$ cat config.mk
export PLATFORM = sky130hd
export DESIGN_NAME = calc_cmd_scheduler
export DESIGN_NICKNAME = d
export VERILOG_FILES = /design/src/rtl/calc_cmd_scheduler.sv
export SDC_FILE = /design/constraint.sdc
export NUM_CORES = 1
export LEC_CHECK = 0
export CAP_MARGIN = 15
export CORE_MARGIN = 2
export CORE_UTILIZATION = 59
export CTS_BUF_LIST = sky130_fd_sc_hd__clkbuf_8
export DETAILED_ROUTE_END_ITERATION = 12
export PLACE_DENSITY = 0.85
export SLEW_MARGIN = 40
export SYNTH_ARGS = -nofsm -noshare
export SYNTH_HDL_FRONTEND = slang
export SYNTH_SLANG_ARGS = --single-unit
$ cat constraint.sdc
create_clock -name clock -period 2.7 [get_ports clock]
set_input_delay 0.675 -clock clock [delete_from_list [all_inputs] [get_ports clock]]
set_output_delay 0.675 -clock clock [all_outputs]
set_load 0.01 [all_outputs]
$ cat src/rtl/calc_cmd_scheduler.sv
// rtl/calc_cmd_scheduler.sv - keypad code FIFO and one-at-a-time command issue to the calculator core
// Optional busy watchdog enabled by defining CALC_SCHED_TIMEOUT_EN.
module calc_cmd_scheduler #(
    parameter int DEPTH   = 8,
    parameter int TIMEOUT = 255
) (
    input  logic                     clock,
    input  logic                     reset_n,
    input  logic                     key_valid,
    input  logic [3:0]               key_code,
    output logic                     key_ready,
    input  logic [1:0]               calc_status,
    output logic [3:0]               cmd,
    output logic                     cmd_valid,
    output logic [$clog2(DEPTH):0]   fifo_count,
    output logic                     busy,
    output logic [1:0]               err
);
    localparam int AW = $clog2(DEPTH);
    localparam logic [AW:0] FULL_CNT = (AW + 1)'(DEPTH);

    localparam logic [1:0] ST_ERROR = 2'b00;
    localparam logic [1:0] ST_BUSY  = 2'b01;
    localparam logic [1:0] ST_READY = 2'b10;

    typedef enum logic [2:0] {
        S_IDLE,
        S_ISSUE,
        S_WAIT_BUSY,
        S_WAIT_READY,
        S_HALT
    } state_t;

    state_t        state;
    logic [3:0]    mem [DEPTH];
    logic [AW-1:0] wr_ptr;
    logic [AW-1:0] rd_ptr;
    logic          full;
    logic          push;
    logic          pop;
    logic          calc_err;

    assign full      = (fifo_count == FULL_CNT);
    assign key_ready = !full && (state != S_HALT);
    assign push      = key_valid && key_ready;
    assign calc_err  = (calc_status == ST_ERROR) && (state != S_HALT);
    // An error in the ISSUE cycle aborts the issue, so nothing is popped.
    assign pop       = (state == S_ISSUE) && !calc_err;

    always_ff @(posedge clock) begin
        if (push) begin
            mem[wr_ptr] <= key_code;
        end
    end

`ifdef CALC_SCHED_TIMEOUT_EN
    localparam int WW = $clog2(TIMEOUT + 1);
    logic [WW-1:0] wdog;
`else
    logic unused_timeout;
    assign unused_timeout = (TIMEOUT != 0);
`endif

    always_ff @(posedge clock or negedge reset_n) begin
        if (!reset_n) begin
            state      <= S_IDLE;
            wr_ptr     <= '0;
            rd_ptr     <= '0;
            fifo_count <= '0;
            cmd        <= '0;
            cmd_valid  <= 1'b0;
            busy       <= 1'b0;
            err        <= 2'b00;
`ifdef CALC_SCHED_TIMEOUT_EN
            wdog       <= '0;
`endif
        end else begin
            cmd_valid <= 1'b0;
            if (push) begin
                wr_ptr <= wr_ptr + 1'b1;
            end
            if (pop) begin
                rd_ptr <= rd_ptr + 1'b1;
            end
            fifo_count <= fifo_count + (AW + 1)'(push) - (AW + 1)'(pop);

            case (state)
                S_IDLE: begin
                    if (fifo_count != '0 && calc_status == ST_READY) begin
                        state <= S_ISSUE;
                        busy  <= 1'b1;
`ifdef CALC_SCHED_TIMEOUT_EN
                        wdog  <= '0;
`endif
                    end
                end
                S_ISSUE: begin
                    cmd       <= mem[rd_ptr];
                    cmd_valid <= 1'b1;
                    state     <= S_WAIT_BUSY;
                end
                S_WAIT_BUSY: begin
                    if (calc_status == ST_BUSY) begin
                        state <= S_WAIT_READY;
                    end
                end
                S_WAIT_READY: begin
                    if (calc_status == ST_READY) begin
                        state <= S_IDLE;
                        busy  <= 1'b0;
                    end
                end
                default: begin
                    state <= S_HALT;
                end
            endcase

`ifdef CALC_SCHED_TIMEOUT_EN
            if (state == S_WAIT_BUSY || state == S_WAIT_READY) begin
                wdog <= wdog + 1'b1;
                if (wdog == WW'(TIMEOUT - 1)) begin
                    state      <= S_HALT;
                    busy       <= 1'b0;
                    err        <= 2'b10;
                    wr_ptr     <= '0;
                    rd_ptr     <= '0;
                    fifo_count <= '0;
                end
            end
`endif

            // Calculator error overrides every other transition, including the watchdog.
            if (calc_err) begin
                state      <= S_HALT;
                busy       <= 1'b0;
                err        <= 2'b01;
                cmd_valid  <= 1'b0;
                wr_ptr     <= '0;
                rd_ptr     <= '0;
                fifo_count <= '0;
            end
        end
    end
endmodule

==> results of run 1 <==
## registers in the layout, summed over array words and instances (netlist names)
register / cells
busy: 1
wr_ptr: 3
mem: 32
err: 1
rd_ptr: 3
cmd: 4
fifo_count: 4
cmd_valid: 1
state: 3
## placed cells by master (no fill, tap or decap), types with 6 or more instances in the layout
master and n:
edfxtp_1 32, dfrtp_1 19, clkdlybuf4s50_1 19, nor2_1 17
mux2i_1 16, nand2_1 11, ha_1 8, buf_4 8
inv_1 6, a21oi_1 6
## worst paths after layout
path / from / end
hold / removal: err[0]$_DFFE_PN0N_ / err[0]$_DFFE_PN0N_
setup reg to reg: fifo_count[2]$_DFF_PN0_ / fifo_count[1]$_DFF_PN0_
max in group asynchronous: reset_n / rd_ptr[0]$_DFFE_PN0P_
hold reg to reg: err[0]$_DFFE_PN0N_ / err[0]$_DFFE_PN0N_
setup / recovery: fifo_count[2]$_DFF_PN0_ / key_ready
min in group asynchronous: reset_n / state[0]$_DFFE_PN0P_
## timing repair
item                       CTS  global route
setup endpoints to repair    1             1
setup buffers                0             0
pin swaps                    0             0
gates resized for setup      1             1
hold buffers                 0             0
## logic make-up after synthesis
| group | share of synthesized area |
|---|---|
| AOI/OAI and AO/OA | 0.0405 |
| DFF | 0.631 |
| other | 0.00162 |
| xor gates and xnor gates | 0.0189 |
| and+or+nand+nor | 0.112 |
| buffers and inverters | 0.0362 |
| muxes | 0.108 |
| adders and majority gates | 0.0519 |
## synthesized netlist by cell type, types with 2 or more instances
cell type	n	area share
nand2b_1	2	0.0054
o21ai_0	2	0.0043
nand3_1	3	0.0065
nand2_1	11	0.018
edfxtp_1	32	0.41
ha_1	8	0.043
mux2i_1	16	0.069
a21oi_1	6	0.013
or3b_2	2	0.0076
o21ai_1	5	0.011
xor2_1	2	0.0076
xnor2_1	3	0.011
dfrtp_1	20	0.22
nor2b_1	2	0.0054
nor3_1	3	0.0065
inv_1	7	0.011
nor2_1	17	0.028
mux4_2	4	0.039
buf_6	2	0.0097
## per-layer routing
| metal | vias to the layer above | routed length (um) |
|---|---|---|
| met5 | - | 0 |
| met1 | 680 | 1730 |
| met2 | 22 | 1950 |
| met4 | 0 | 93 |
| li1 | 662 | - |
| met3 | 10 | 108 |
## stage by stage
step           cells  power, mW  hold slack, ns   util
5_1_grt          246       2.09           0.505  0.719
3_5_place_dp     238       1.56           0.454  0.694
4_1_cts          246       2.00           0.477  0.719
3_3_place_gp     238       1.53           0.448  0.694
6_report         246       1.99           0.475  0.719
2_1_floorplan    168       1.38           0.379      -
## cell type report
| class | instances | area share |
|---|---|---|
| flip-flops and latches | 52 | 0.548 |
| multi-input cells | 103 | 0.289 |
| well taps | 48 | 0.0225 |
| repair buffers | 28 | 0.0970 |
| clock buffers | 5 | 0.0258 |
| inverters | 7 | 0.00984 |
| clock inverters | 3 | 0.00843 |
## power by group through the flow
stage	Sequential [mW]	Combinational (mW)	Clock, mW
6_report	1.03	0.509	0.444
5_1_grt	1.04	0.572	0.475
4_1_cts	1.03	0.517	0.455
3_5_place_dp	1.05	0.516	0
3_3_place_gp	1.04	0.488	0
2_1_floorplan	1.02	0.357	0
## critical path: stages, from the launching register on
cell	delay, ns
dfrtp_1	0.41
inv_2	0.08
ha_1	0.14
or3b_2	0.47
and2_1	0.22
dlygate4sd2_1	0.29
==> reports/summary.txt, run 1 <==
Synth cell types = 40
Synth Flop Type = edfxtp_1
Sw Ratio = 0.293
Hold Vio Cnt, Final = 0
internal power = 1.40 mW
mapped cell area = 2320 um^2
CTS tree = built
M3 GR Usage = 0.0473
Psw = 0.581 mW
Clock power frac = 0.224
leakage power = 1.02 nW
Tcrit/Tclk final = 0.962
Syn. warnings = 0
Initial Util = 0.623
H-tree depth = 2
Clk Latency, worst-skew pair = 0.31 ns
GR Util met2 = 0.340
number of flops mapped to enable cells by yosys = 32
Num CTS Buffers = 5
die area = 4440 um^2
Crit Path Class = register to primary output
Critical Path End Type = primary output
IO buf count = 20
DRC viols = 0
Worst Clk Skew = 0.00625 ns
Comb pwr share = 0.257
Cell Pwr Density = 744 nW/um^2
Cells on Worst Hold Path = 1
worst hold path type = register to register
first-pass GRT wire length = 6.51 mm
initial antenna violation count = 0
GR Layer Usage met1 = 0.258
RSZ-0062 raised after global routing = no
ant diodes = 0
crit path max fanout = 4
GP Congestion = 0.769
vias in the first global route = 1408
post-route design area = 2670 um^2
Clock Tree Buf Depth = 2
Final HPWL DP = 2.92 mm
fraction of registers with async set/reset = 0.385
via/cell ratio = 5.59
I/O pin cnt = 22
Max Slew Vio Count = 0
post-route ant nets = 0
GRT Residual Overflow = 0
area grow syn2layout = 15.3%
PnR worst setup slack = 0.103 ns
GR peak layer = met2
Synth Register Bits = 52
layout cell share with drive strength beyond 1 = 0.136
FILL cells = 251
Worst setup SP type = register
final setup fails = 0
core area = 3720 um^2
DR pass1 iterations = 4
# nets final = 215
area of the multi-input gates = 771 um^2
FF-to-FF path depth = 9
f_max = 385 MHz
placed inst area = 2580 um^2
WL/cell = 15.8 um
largest net degree at the start of global routing = 21
Die Y = 66.7 um
Post-Syn Nets = 186
cell row count = 22
Sequential Power Share = 0.520
Syn Area/Cell = 13.8 um^2
peak supply drop = 462 uV
clock sinks = 52
status = finished, final reports clean
Final TNS setup = 0 ns
GRT Util Overall = 0.208
die width = 66.7 um
starting DRC count in detailed routing = 70
dpl ws = 0.0441 ns
Arr. time, crit path = 1.92 ns
fin crit period = 2.60 ns
Critical Path RT = 2.03 ns
max-cap viol count = 0
Routed WL = 3.88 mm
Root Buffer Master = clkbuf_8
storage element area = 1460 um^2
Syn Inst Count = 168
r2r setup slk = 0.27 ns
routed vias = 1374
clock slew at reported path FFs = 0.09 ns
post-synthesis sequential area ratio = 0.631
(Power assumes the default switching activity.)
==> run 2, diff against run 1 <==
--- a/config.mk
+++ b/config.mk
@@ -10,8 +10,9 @@
 export CORE_UTILIZATION = 59
 export CTS_BUF_LIST = sky130_fd_sc_hd__clkbuf_8
 export DETAILED_ROUTE_END_ITERATION = 12
+export GPL_TIMING_DRIVEN = 1
+export MAX_ROUTING_LAYER = met4
 export PLACE_DENSITY = 0.85
-export SLEW_MARGIN = 40
 export SYNTH_ARGS = -nofsm -noshare
 export SYNTH_HDL_FRONTEND = slang
 export SYNTH_SLANG_ARGS = --single-unit
==> run 2 against run 1 <==
  * Setup slack worse by 0.022 ns
  * Non-clock buffer count unchanged
  * Maximum frequency down 0.86%
  * Combinational power up 1%
  * Hold slack worse by 0.0025 ns
  * Global-route usage up 0.19 points
==> reports/summary.txt, run 2 (synthesis gave the netlist of run 1 again) <==
most common cell after layout, fill and taps aside = edfxtp_1
Cell Pwr Density = 741 nW/um^2 (-0.32%)
DRC viols = 0 (unchanged)
leakage power = 1.02 nW (+0.23%)
Critical Path End Type = primary output
die width = 66.7 um (unchanged)
Arr. time, crit path = 1.94 ns (+0.02 ns)
Worst Setup SP = fifo_count[2]$_DFF_PN0_
Reg with most FFs = mem
Worst Clk Skew = 0.00696 ns (+0.000707 ns)
CTS tree = built
crit path max fanout = 4 (unchanged)
max-cap viol count = 0 (unchanged)
largest net degree at the start of global routing = 21 (unchanged)
IO buf count = 20 (unchanged)
ant diodes = 0 (unchanged)
setup bufs post-CTS = 0 (unchanged)
Crit Path Class = register to primary output
routed vias = 1351 (-1.7%)
layout cell share with drive strength beyond 1 = 0.126 (-0.0101)
Clock Tree Buf Depth = 2 (unchanged)
f_max = 382 MHz (-0.86%)
Critical Path RT = 2.03 ns (about the same)
peak supply drop = 459 uV (-0.64%)
Routed WL = 3.87 mm (-0.15%)
GP Congestion = 0.779 (+1.3%)
vias in the first global route = 1410 (+0.14%)
cell row count = 22 (unchanged)
Root Buffer Master = clkbuf_8
Largest regs = mem: 32 flops, cmd: 4 flops, fifo_count: 4 flops
Final TNS setup = 0 ns (unchanged)
I/O pin cnt = 22 (unchanged)
most frequent cells in the layout = 32 x edfxtp_1, 20 x dfrtp_1, 19 x clkdlybuf4s50_1
core area = 3720 um^2 (unchanged)
Initial Util = 0.623 (unchanged)
GRT Residual Overflow = 0 (unchanged)
die area = 4440 um^2 (unchanged)
dpl ws = 0.0608 ns (+0.0167 ns)
clock sinks = 52 (unchanged)
placed inst area = 2580 um^2 (about the same)
Die Y = 66.7 um (unchanged)
fin crit period = 2.62 ns (+0.0224 ns)
first-pass GRT wire length = 6.50 mm (-0.11%)
Hold Vio Cnt, Final = 0 (unchanged)
total power = 1.98 mW (-0.37%)
Worst setup SP type = register
cts hold-fix bufs = 0 (unchanged)
status = finished, final reports clean
WL/cell = 15.7 um (-0.15%)
Clk Latency, worst-skew pair = 0.30 ns (about the same)
reg2reg start = fifo_count[2]$_DFF_PN0_
starting DRC count in detailed routing = 59 (-16%)
RSZ-0062 raised after global routing = no
clock slew at reported path FFs = 0.09 ns (about the same)
area grow syn2layout = 15.2% (about the same)
cts repair resizes = 1 (unchanged)
initial antenna violation count = 0 (unchanged)
worst hold path type = register to register
Worst Tran Pin Value = 0.903 ns
H-tree depth = 2 (unchanged)
r2r setup slk = 0.25 ns (-0.02 ns)
Worst slew margin = 0.398
DR pass1 iterations = 4 (unchanged)
Max Slew Vio Count = 0 (unchanged)
via/cell ratio = 5.49 (-1.7%)
FILL cells = 254 (+1.2%)
Num CTS Buffers = 5 (unchanged)
# nets final = 215 (unchanged)
final setup fails = 0 (unchanged)
post-route ant nets = 0 (unchanged)
Final HPWL DP = 2.90 mm (-0.39%)
GRT Util Overall = 0.210 (+0.00190)
Tcrit/Tclk final = 0.970 (+0.00830)
PnR worst setup slack = 0.0805 ns (-0.0224 ns)
worst hold path startpoint = err[0]$_DFFE_PN0N_
post-route design area = 2670 um^2 (about the same)
max reg flops = 32 (unchanged)
run 2: cell counts in the layout (fill, tap and decap cells not counted):
No cell type changed its count.
run 2: critical path: stages (launching register included):
cell	delay, ns
dfrtp_1	0.40
inv_1	0.11
ha_1	0.14
or3b_2	0.47
and2_1	0.22
dlygate4sd2_1	0.29
run 2: final timing paths:
kind,cells past startpoint,end
setup / recovery,5,key_ready
hold / removal,1,err[0]$_DFFE_PN0N_
setup reg to reg,11,fifo_count[3]$_DFF_PN0_
hold reg to reg,1,err[0]$_DFFE_PN0N_
max in group asynchronous,2,wr_ptr[2]$_DFFE_PN0P_
min in group asynchronous,2,state[0]$_DFFE_PN0P_
run 2: report_power, final:
group,total (mW),switching [mW],internal [mW]
clock,0.434,0.248,0.186
sequential,1.03,0.108,0.921
combinational,0.515,0.217,0.299
total,1.98,0.573,1.41
run 2: cell type report:
| type | count | area (um^2) | area share |
|---|---|---|---|
| Clock inverter | 3 | 22.5 | 0.00844 |
| Tap cell | 48 | 60.1 | 0.0225 |
| Multi-Input combinational cell | 103 | 771 | 0.289 |
| Sequential cell | 52 | 1460 | 0.548 |
| Inverter | 7 | 26.3 | 0.00985 |
| Timing Repair Buffer | 28 | 259 | 0.0970 |
| Clock buffer | 5 | 68.8 | 0.0258 |
run 2: metal layers:
| layer | track usage | routed length, um | vias up |
|---|---|---|---|
| li1 | - | - | 658 |
| met1 | 0.260 | 1730 | 666 |
| met2 | 0.354 | 2000 | 22 |
| met3 | 0.0405 | 95 | 5 |
| met4 | 0.0612 | 46 | 0 |
| met5 | - | 0 | - |
run 2: through the flow:
| stage | util | instances | hold WS (ns) |
|---|---|---|---|
| floorplan | - | 168 | 0.379 |
| global placement | 0.694 | 238 | 0.448 |
| detailed placement | 0.694 | 238 | 0.456 |
| CTS | 0.718 | 246 | 0.479 |
| global route | 0.718 | 246 | 0.505 |
| finish | 0.718 | 246 | 0.473 |
